**config.mk**
```make
export PLATFORM = sky130hd
export DESIGN_NAME = program_loader
export DESIGN_NICKNAME = d
export VERILOG_FILES = /design/src/rtl/program_loader_pkg.sv /design/src/rtl/loader_checksum.sv /design/src/rtl/program_loader.sv
export SDC_FILE = /design/constraint.sdc
export NUM_CORES = 1
export LEC_CHECK = 0
export BUFFER_PORTS_ARGS = -buffer_cell sky130_fd_sc_hd__buf_2
export CAP_MARGIN = 25
export CORE_MARGIN = 2
export CORE_UTILIZATION = 45
export CTS_BUF_LIST = sky130_fd_sc_hd__clkbuf_8
export DETAILED_ROUTE_END_ITERATION = 12
export HOLD_SLACK_MARGIN = 0.02
export PLACE_DENSITY = 0.64
export SLEW_MARGIN = 0
export SYNTH_ARGS = -nofsm -noshare
export SYNTH_HDL_FRONTEND = slang
export SYNTH_SLANG_ARGS = --single-unit
```
**constraint.sdc**
```tcl
create_clock -name i_clk -period 6.6 [get_ports i_clk]
set_input_delay 0.33 -clock i_clk [delete_from_list [all_inputs] [get_ports i_clk]]
set_output_delay 0.33 -clock i_clk [all_outputs]
set_load 0.02 [all_outputs]
```
**src/rtl/program_loader_pkg.sv**
```systemverilog
// rtl/program_loader_pkg.sv - shared types and constants for the boot program loader
package program_loader_pkg;

  // Frame parser states; S_RUN and S_ERROR only leave on reset
  typedef enum logic [2:0] {
    S_LEN_HI,
    S_LEN_LO,
    S_DATA_HI,
    S_DATA_LO,
    S_CHK,
    S_RUN,
    S_ERROR
  } state_t;

  // Modulo-256 sum of every frame byte, CHK included, must land here
  localparam logic [7:0] CHK_OK = 8'h00;

  // Byte counts of the frame fields
  localparam int LEN_BYTES  = 2;
  localparam int WORD_BYTES = 2;
  localparam int CHK_BYTES  = 1;

  // Total bytes in a frame carrying n_words instruction words
  function automatic int frame_bytes(input int n_words);
    return LEN_BYTES + WORD_BYTES * n_words + CHK_BYTES;
  endfunction

endpackage

```
**src/rtl/loader_checksum.sv**
```systemverilog
// rtl/loader_checksum.sv - 8-bit modulo-256 byte accumulator with clear and add-enable
module loader_checksum (
  input  logic       i_clk,
  input  logic       i_clear,
  input  logic       i_add_en,
  input  logic [7:0] i_data,
  output logic [7:0] o_sum
);

  logic [7:0] r_sum;

  // Clear wins over add so a reset abandons any byte arriving on the same edge
  always_ff @(posedge i_clk) begin
    if (i_clear) begin
      r_sum <= 8'h00;
    end else if (i_add_en) begin
      r_sum <= r_sum + i_data;
    end
  end

  assign o_sum = r_sum;

endmodule

```
**src/rtl/program_loader.sv**
```systemverilog
// rtl/program_loader.sv - framed byte stream to instruction ROM loader with CPU reset hold
module program_loader
  import program_loader_pkg::*;
#(
  parameter int ADDR_W    = 15,
  parameter int MAX_WORDS = 32768
) (
  input  logic              i_clk,
  input  logic              i_reset,
  input  logic              i_rx_valid,
  input  logic [7:0]        i_rx_data,
  output logic              o_rx_ready,
  output logic              o_rom_we,
  output logic [ADDR_W-1:0] o_rom_addr,
  output logic [15:0]       o_rom_wdata,
  output logic              o_cpu_reset,
  output logic              o_loaded,
  output logic              o_error
);

  localparam logic [16:0] MAX_LEN = MAX_WORDS[16:0];

  state_t             r_state;
  state_t             w_state_next;
  logic [7:0]         r_len_hi;
  logic [15:0]        r_len;
  logic [7:0]         r_hi;
  logic [15:0]        r_idx;
  logic               r_rom_we;
  logic [ADDR_W-1:0]  r_rom_addr;
  logic [15:0]        r_rom_wdata;
  logic               w_accept;
  logic [7:0]         w_sum;
  logic [7:0]         w_chk_sum;
  logic [15:0]        w_len_word;
  logic               w_len_over;
  logic               w_last_word;

  assign o_rx_ready  = (r_state != S_RUN) && (r_state != S_ERROR);
  assign w_accept    = i_rx_valid && o_rx_ready;
  assign w_chk_sum   = w_sum + i_rx_data;
  assign w_len_word  = {r_len_hi, i_rx_data};
  assign w_len_over  = {1'b0, w_len_word} > MAX_LEN;
  assign w_last_word = (r_idx == (r_len - 16'd1));

  loader_checksum u_checksum (
    .i_clk    (i_clk),
    .i_clear  (i_reset),
    .i_add_en (w_accept),
    .i_data   (i_rx_data),
    .o_sum    (w_sum)
  );

  // State register
  always_ff @(posedge i_clk) begin
    if (i_reset) begin
      r_state <= S_LEN_HI;
    end else begin
      r_state <= w_state_next;
    end
  end

  // Next-state decode; every transition is gated by an accepted byte
  always_comb begin
    w_state_next = r_state;
    if (w_accept) begin
      case (r_state)
        S_LEN_HI:  w_state_next = S_LEN_LO;
        S_LEN_LO: begin
          if (w_len_over) begin
            w_state_next = S_ERROR;
          end else if (w_len_word == 16'd0) begin
            w_state_next = S_CHK;
          end else begin
            w_state_next = S_DATA_HI;
          end
        end
        S_DATA_HI: w_state_next = S_DATA_LO;
        S_DATA_LO: w_state_next = w_last_word ? S_CHK : S_DATA_HI;
        S_CHK:     w_state_next = (w_chk_sum == CHK_OK) ? S_RUN : S_ERROR;
        default:   w_state_next = r_state;
      endcase
    end
  end

  // Length capture, word assembly and the registered ROM write port
  always_ff @(posedge i_clk) begin
    if (i_reset) begin
      r_len_hi    <= 8'h00;
      r_len       <= 16'h0000;
      r_hi        <= 8'h00;
      r_idx       <= 16'h0000;
      r_rom_we    <= 1'b0;
      r_rom_addr  <= '0;
      r_rom_wdata <= 16'h0000;
    end else begin
      r_rom_we <= 1'b0;
      if (w_accept) begin
        case (r_state)
          S_LEN_HI:  r_len_hi <= i_rx_data;
          S_LEN_LO:  r_len    <= w_len_word;
          S_DATA_HI: r_hi     <= i_rx_data;
          S_DATA_LO: begin
            r_rom_we    <= 1'b1;
            r_rom_addr  <= r_idx[ADDR_W-1:0];
            r_rom_wdata <= {r_hi, i_rx_data};
            r_idx       <= r_idx + 16'd1;
          end
          default: ;
        endcase
      end
    end
  end

  assign o_rom_we    = r_rom_we;
  assign o_rom_addr  = r_rom_addr;
  assign o_rom_wdata = r_rom_wdata;
  assign o_cpu_reset = (r_state != S_RUN);
  assign o_loaded    = (r_state == S_RUN);
  assign o_error     = (r_state == S_ERROR);

endmodule

```
==> results of run 1 <==
## worst paths after layout
| path | startpoint | to | cells past startpoint |
|---|---|---|---|
| worst max-delay path | r_len[0]$_SDFFE_PP0P_ | r_state[1]$_SDFFE_PP0P_ | 7 |
| worst min-delay path | i_rx_data[0] | r_len[0]$_SDFFE_PP0P_ | 3 |
| worst max register to register | r_len[0]$_SDFFE_PP0P_ | r_state[1]$_SDFFE_PP0P_ | 7 |
| worst min register to register | o_rom_addr[13]$_SDFFE_PP0P_ | o_rom_addr[13]$_SDFFE_PP0P_ | 2 |
## cells in the final DEF (no fill, tap or decap), types with 2 or more instances in the layout
| cell type | synthesis | final |
|---|---|---|
| xor2_1 | 16 | 16 |
| nand2_1 | 153 | 153 |
| inv_1 | 7 | 7 |
| clkinvlp_4 | 0 | 2 |
| o32ai_1 | 2 | 2 |
| or3_1 | 2 | 2 |
| a21o_1 | 4 | 4 |
| nor3_1 | 10 | 10 |
| buf_2 | 1 | 46 |
| o21ai_0 | 6 | 6 |
| nand3_1 | 12 | 12 |
| buf_4 | 0 | 4 |
| ha_1 | 9 | 9 |
| or4_1 | 3 | 3 |
| a21oi_1 | 79 | 79 |
| inv_8 | 0 | 2 |
| nor2b_1 | 2 | 2 |
| nor4_1 | 8 | 8 |
| nor3_4 | 1 | 2 |
| a31oi_1 | 4 | 4 |
| nor2_1 | 32 | 32 |
| nand4_1 | 7 | 7 |
| dfxtp_1 | 91 | 91 |
| o211ai_1 | 2 | 2 |
| xnor2_1 | 28 | 28 |
| and3_1 | 4 | 4 |
| a211oi_1 | 5 | 5 |
| clkbuf_8 | 0 | 9 |
## per-layer routing
metal | up-vias | GRT usage
met5 | - | 0
met4 | 0 | 0.08008
met3 | 15 | 0.03259
met2 | 71 | 0.3082
met1 | 1706 | 0.2717
li1 | 1889 | -
## cells by family (layout without fill, tap and decap cells)
kind of cell	Yosys count	count (layout)	share of synthesized area
and+or+nand+nor	245	245	0.2585
adders and majority gates	10	10	0.03153
xor gates and xnor gates	44	44	0.09161
muxes	1	1	0.002380
AOI/OAI and AO/OA	109	109	0.1469
DFF	91	91	0.4331
buffers and inverters	36	74	0.03599
## flip-flops by register name, summed over array words and instances, names as in the netlist
name and count:
o_rom_wdata 16, r_idx 16, r_len 16, o_rom_addr 15, r_hi 8, r_len_hi 8
u_checksum.o_sum 8, r_state 3, o_rom_we 1
## worst register-to-register path: cells and delay by family (launching register included)
kind,cells,cell delay [ns]
DFF,1,0.37
AOI/OAI and AO/OA,5,1.26
and+or+nand+nor,2,0.88
## stage by stage
step	cells	utilization	area [um^2]	setup slack (ns)	power, uW
after floorplan	536	-	4207	4.268	701.8
after detailed placement	668	0.4902	4487	3.963	733.6
after CTS	684	0.5116	4682	3.927	1101
final	685	0.5124	4690	3.970	1090
after global placement	668	0.4902	4487	4.068	730.7
after global routing	685	0.5124	4690	3.783	1139
## synth_stat cells (all sizes together) (2+ instances only)
cell type,count,area (um^2)
o21ai,6,30.03
dfxtp,91,1822
nand2,153,574.3
o211ai,2,15.01
a211oi,5,37.54
nor4,8,50.05
a31oi,4,25.02
a21o,4,30.03
ha,9,112.6
nor3,12,76.33
nor2b,2,12.51
clkbuf,26,97.59
nand3,12,60.06
or4,4,33.78
nor2,32,120.1
xor2,16,140.1
o32ai,2,17.52
and3,4,25.02
inv,7,26.28
a21oi,79,395.4
buf,3,27.52
xnor2,28,245.2
or3,2,12.51
nand4,7,43.79
## area by class of cell
type | count | area share
clock buffer | 9 | 0.02641
timing repair buffer | 51 | 0.05710
inverter | 7 | 0.005603
multi-input combinational | 409 | 0.4776
tap | 111 | 0.02962
clock inverter | 7 | 0.01521
sequential | 91 | 0.3885
## power by group through the flow
stage / registers, uW / clock network (uW) / logic [uW]
final: 578 / 368 / 144
after floorplan: 586 / 0 / 116
after global placement: 590 / 0 / 141
after detailed placement: 591 / 0 / 143
after global routing: 581 / 398 / 161
after CTS: 578 / 379 / 143
==> impl_metrics.ini, run 1 <==
[detailed_routing]
wl_met3_um = 388
met1_length_um = 4578
routed_wl_um = 9643
top_layer_used = met4
first_pass_iters = 4
post_drt_wl_per_cell_um = 14.08
routed_via_density = 5.374
ant_nets = 0
drt_iter0_markers = 209
met2_length_um = 4480
via_count = 3681
drc = 0

[floorplan]
die_width_um = 100.7
dieHeight_um = 100.7
rows = 35
dieArea_mm2 = 0.01014
start_util = 0.4596
core-area_mm2 = 0.009153
pin_count = 47

[sta]
fmax_ghz = 0.3802
fin_crit_ns = 2.630
period_share = 0.3985
tightest_slew_ns = 0.9431
setup_tns_ns = 0
setup_viol = 0
whs_ns = 0.2767
relSlewSlack = 0.3713
rsz0062_at_grt = no
hold_violations = 0
timing.final.max_slew_violations = 0
finClkSkew_ns = 0.01241

[grt]
grt_pass1_wl_um = 15900
grt_max_degree = 93
grtUsageTotal = 0.1975
grt_pass1_vias = 3310
antenna_found_initial = 0
grt_overflow_total = 0

[worst_setup_path]
cpPeakStageDelay_ns = 0.71
cp_cell_sequence = or4_1 -> o21a_1 -> o311ai_0 -> a21oi_1 -> a2111oi_2 -> nand3_1 -> o221a_1
crit_buf_inv = 0
crit_path_end_kind = register
cp_max_fo = 8
crit_family = compound AO/OA/AOI/OAI gates
cp-start-kind = register
crit_type = register to register
arrival_ns = 2.88
critPathRequiredTime_ns = 6.85
r2r_slack_ns = 3.97
cpMaxStageDelayCell = or4_1

[clock_network]
cts_tree = built
cts_max_path_buffers = 2
htreeDepth = 3
post_cts_buffers = 0
hold_buffers = 0
root_buffer = clkbuf_8
clkSlewWorstSetupHoldPaths_ns = 0.10
cts_made_buffers = 9
clock_latency_ns = 0.36
clock-sinks = 91
cts_resized = 0

[placed_design]
dp_hpwl_um = 6668
gp_congestion = 0.8825
io_buffers = 46

[power]
power.density_mw_per_mm2 = 232.4
pwr-share-seq = 0.531
p_comb_frac = 0.132
p_leak_uw = 0.001757
internal_power_uw = 768.1
clkPwrFrac = 0.337
switching_share = 0.2952
power.switching_uw = 321.8
peakVddDrop_uv = 109.4

[cells_and_area]
n_fill_cell = 906
regArea_mm2 = 0.001822
areaGrowthSynthToFinish_pct = 11.48
multiInputGateArea_mm2 = 0.002240
drive_above_1_share = 0.1272
fin_nets = 590
antenna_cells = 0

[yosys]
syn_nets = 557
ys_types = 46
yosys_warnings = 0
ys.flop_type = dfxtp_1
ys_seq_area_frac = 0.4331
synthesis.area_mm2 = 0.004207
syn_inst = 536
async_flop_share = 0
synth-edff-count = 0
syn_avg_cell_area_um2 = 7.848
ys_seq_elements = 91

[worst_hold_path]
hp-class = primary input to register

[outcome]
status = complete, no violations

[flow_run]
cap_violations = 0
(Power assumes the default switching activity.)
==> run 2, diff against run 1 <==
Settings changed: ABC_AREA set to 1, PLACE_DENSITY 0.64 to 0.66.
Clock period 6.6 ns to 2.4 ns, I/O delays scaled along.
==> run 2 against run 1 <==
  * Final area increased by 9.1%
  * Setup slack got worse by 3.6 ns
  * Combinational power increased to 5.2 times the previous value
  * Synthesized area increased by 8.0%
  * Largest cell class unchanged
  * Critical endpoint unchanged
  * Fmax increased by 27%
==> impl_metrics.ini, run 2 <==
[yosys]
yosysMostFrequentCell = nand2_1
ys_seq_area_frac = 0.4009
ys_top_cells_by_count = nand2_1, dfxtp_1, nor2_1, o21ai_0, inv_1
ys_seq_elements = 91
synth-edff-count = 0
syn_nets = 665
yosys_warnings = 0
synthTopCellsByArea = dfxtp_1, nand2_1, o21ai_0, a21oi_1, nor2_1
ys_types = 41
synth_area_leader_cell = dfxtp_1
syn_inst = 644
synth_top_area_share = 0.4009
ys.flop_type = dfxtp_1
synthesis.area_mm2 = 0.004544
async_flop_share = 0
syn_avg_cell_area_um2 = 7.056

[sta]
fmax_ghz = 0.4829
rsz0062_at_grt = no
tightest_slew_ns = 0.4847
final.setup.worst_slack_ns = 0.3292
setup_tns_ns = 0
fin_crit_ns = 2.071
hold_violations = 0
timing.final.max_slew_violations = 0
setup_viol = 0
whs_ns = 0.09990
relSlewSlack = 0.6739
finClkSkew_ns = 0.01314
period_share = 0.8628

[clock_network]
clock-sinks = 91
htreeDepth = 3
post_cts_buffers = 0
cts_made_buffers = 9
clock_latency_ns = 0.37
clkSlewWorstSetupHoldPaths_ns = 0.09
cts_tree = built
root_buffer = clkbuf_8
cts_resized = 0
cts_max_path_buffers = 2
hold_buffers = 0

[worst_hold_path]
hp-class = primary input to register
hold_depth = 3

[detailed_routing]
met2_length_um = 5160
top_layer_used = met4
first_pass_iters = 8
routed_wl_um = 11470
drc = 0
ant_nets = 0
via_count = 4227
routed_via_density = 5.136
post_drt_wl_per_cell_um = 13.93
met1_length_um = 5786
drt_iter0_markers = 231
wl_met3_um = 339

[floorplan]
core-area_mm2 = 0.009774
start_util = 0.4649
dieArea_mm2 = 0.01092
dieHeight_um = 104.5
die_width_um = 104.5
pin_count = 47
rows = 36

[grt]
grt_pass1_wl_um = 18620
grt_pass1_vias = 3843
antenna_found_initial = 0
grt_overflow_total = 0
grt_max_degree = 65
grtUsageTotal = 0.2111

[worst_setup_path]
crit_path_end_kind = register
crit_type = register to register
cp_max_fo = 3
reg2reg_depth = 11
arrival_ns = 2.32
r2r_slack_ns = 0.33
critPathRequiredTime_ns = 2.64
cp-start-kind = register

[power]
power.density_mw_per_mm2 = 683.3
p_leak_uw = 0.002391
peakVddDrop_uv = 367.5
p_total_uw = 3496

[outcome]
status = complete, no violations

[cells_and_area]
antenna_cells = 0
areaGrowthSynthToFinish_pct = 12.58
multiInputGateArea_mm2 = 0.002338
n_fill_cell = 979
fin_nets = 706
drive_above_1_share = 0.1478
final_util = 0.5234
layout_commonest_cell = nand2_1
regArea_mm2 = 0.001822
layout_common_cells = nand2_1, dfxtp_1, nor2_1, o21ai_0, inv_1

[placed_design]
io_buffers = 46
gp_congestion = 0.8918
dp_slack_ns = 0.3732
dp_hpwl_um = 8474

[flow_run]
cap_violations = 0
-- run 2: report_power, final --
part	switching, uW	internal (uW)	total [uW]
clock	579	519	1100
combinational	485	270	755
sequential	61.8	1580	1640
-- run 2: worst paths after layout --
| check | startpoint | endpoint |
|---|---|---|
| hold / removal | i_rx_data[0] | r_hi[0]$_SDFFE_PP0P_ |
| setup / recovery | u_checksum.o_sum[0]$_SDFFE_PP0P_ | r_state[1]$_SDFFE_PP0P_ |
| setup reg to reg | u_checksum.o_sum[0]$_SDFFE_PP0P_ | r_state[1]$_SDFFE_PP0P_ |
| hold reg to reg | o_rom_addr[0]$_SDFFE_PP0P_ | o_rom_addr[0]$_SDFFE_PP0P_ |
-- run 2: stage by stage --
stage,std cells,instance area [um^2]
floorplan,644,4544
detailed placement,807,4907
finish,823,5116
global route,823,5116
CTS,823,5116
global placement,807,4907
-- run 2: kinds of logic after synthesis --
logic type	Yosys count	synth area share
AND/OR/NAND/NOR	272	0.2715
AO/OA/AOI/OAI	156	0.1812
buffers and inverters	98	0.08452
flip-flops	91	0.4009
XOR/XNOR	17	0.03277
adder cells (fa/ha/maj)	10	0.02919
-- run 2: cell type report --
cell class,count,share of cell area
Multi-Input combinational cell,455,0.4571
Sequential cell,91,0.3561
Timing Repair Buffer,54,0.05918
Inverter,74,0.05429
Tap cell,133,0.03253
Clock buffer,10,0.02690
Clock inverter,6,0.01394
-- run 2: layer usage --
metal,vias up,track usage
li1,2176,-
met1,1952,0.2967
met3,14,0.02882
met2,85,0.3319
met5,-,0
met4,0,0.07336
-- run 2: critical path, stage by stage, from the launching register on --
cell and delay [ns]:
dfxtp_1 0.32, ha_1 0.21, fa_1 0.41, xor2_1 0.19, nor3_1 0.14, nand2_1 0.08
nor2_1 0.09, nand4_1 0.17, nand2_1 0.13, nand3_1 0.08, nand2_1 0.07, a21oi_2 0.05
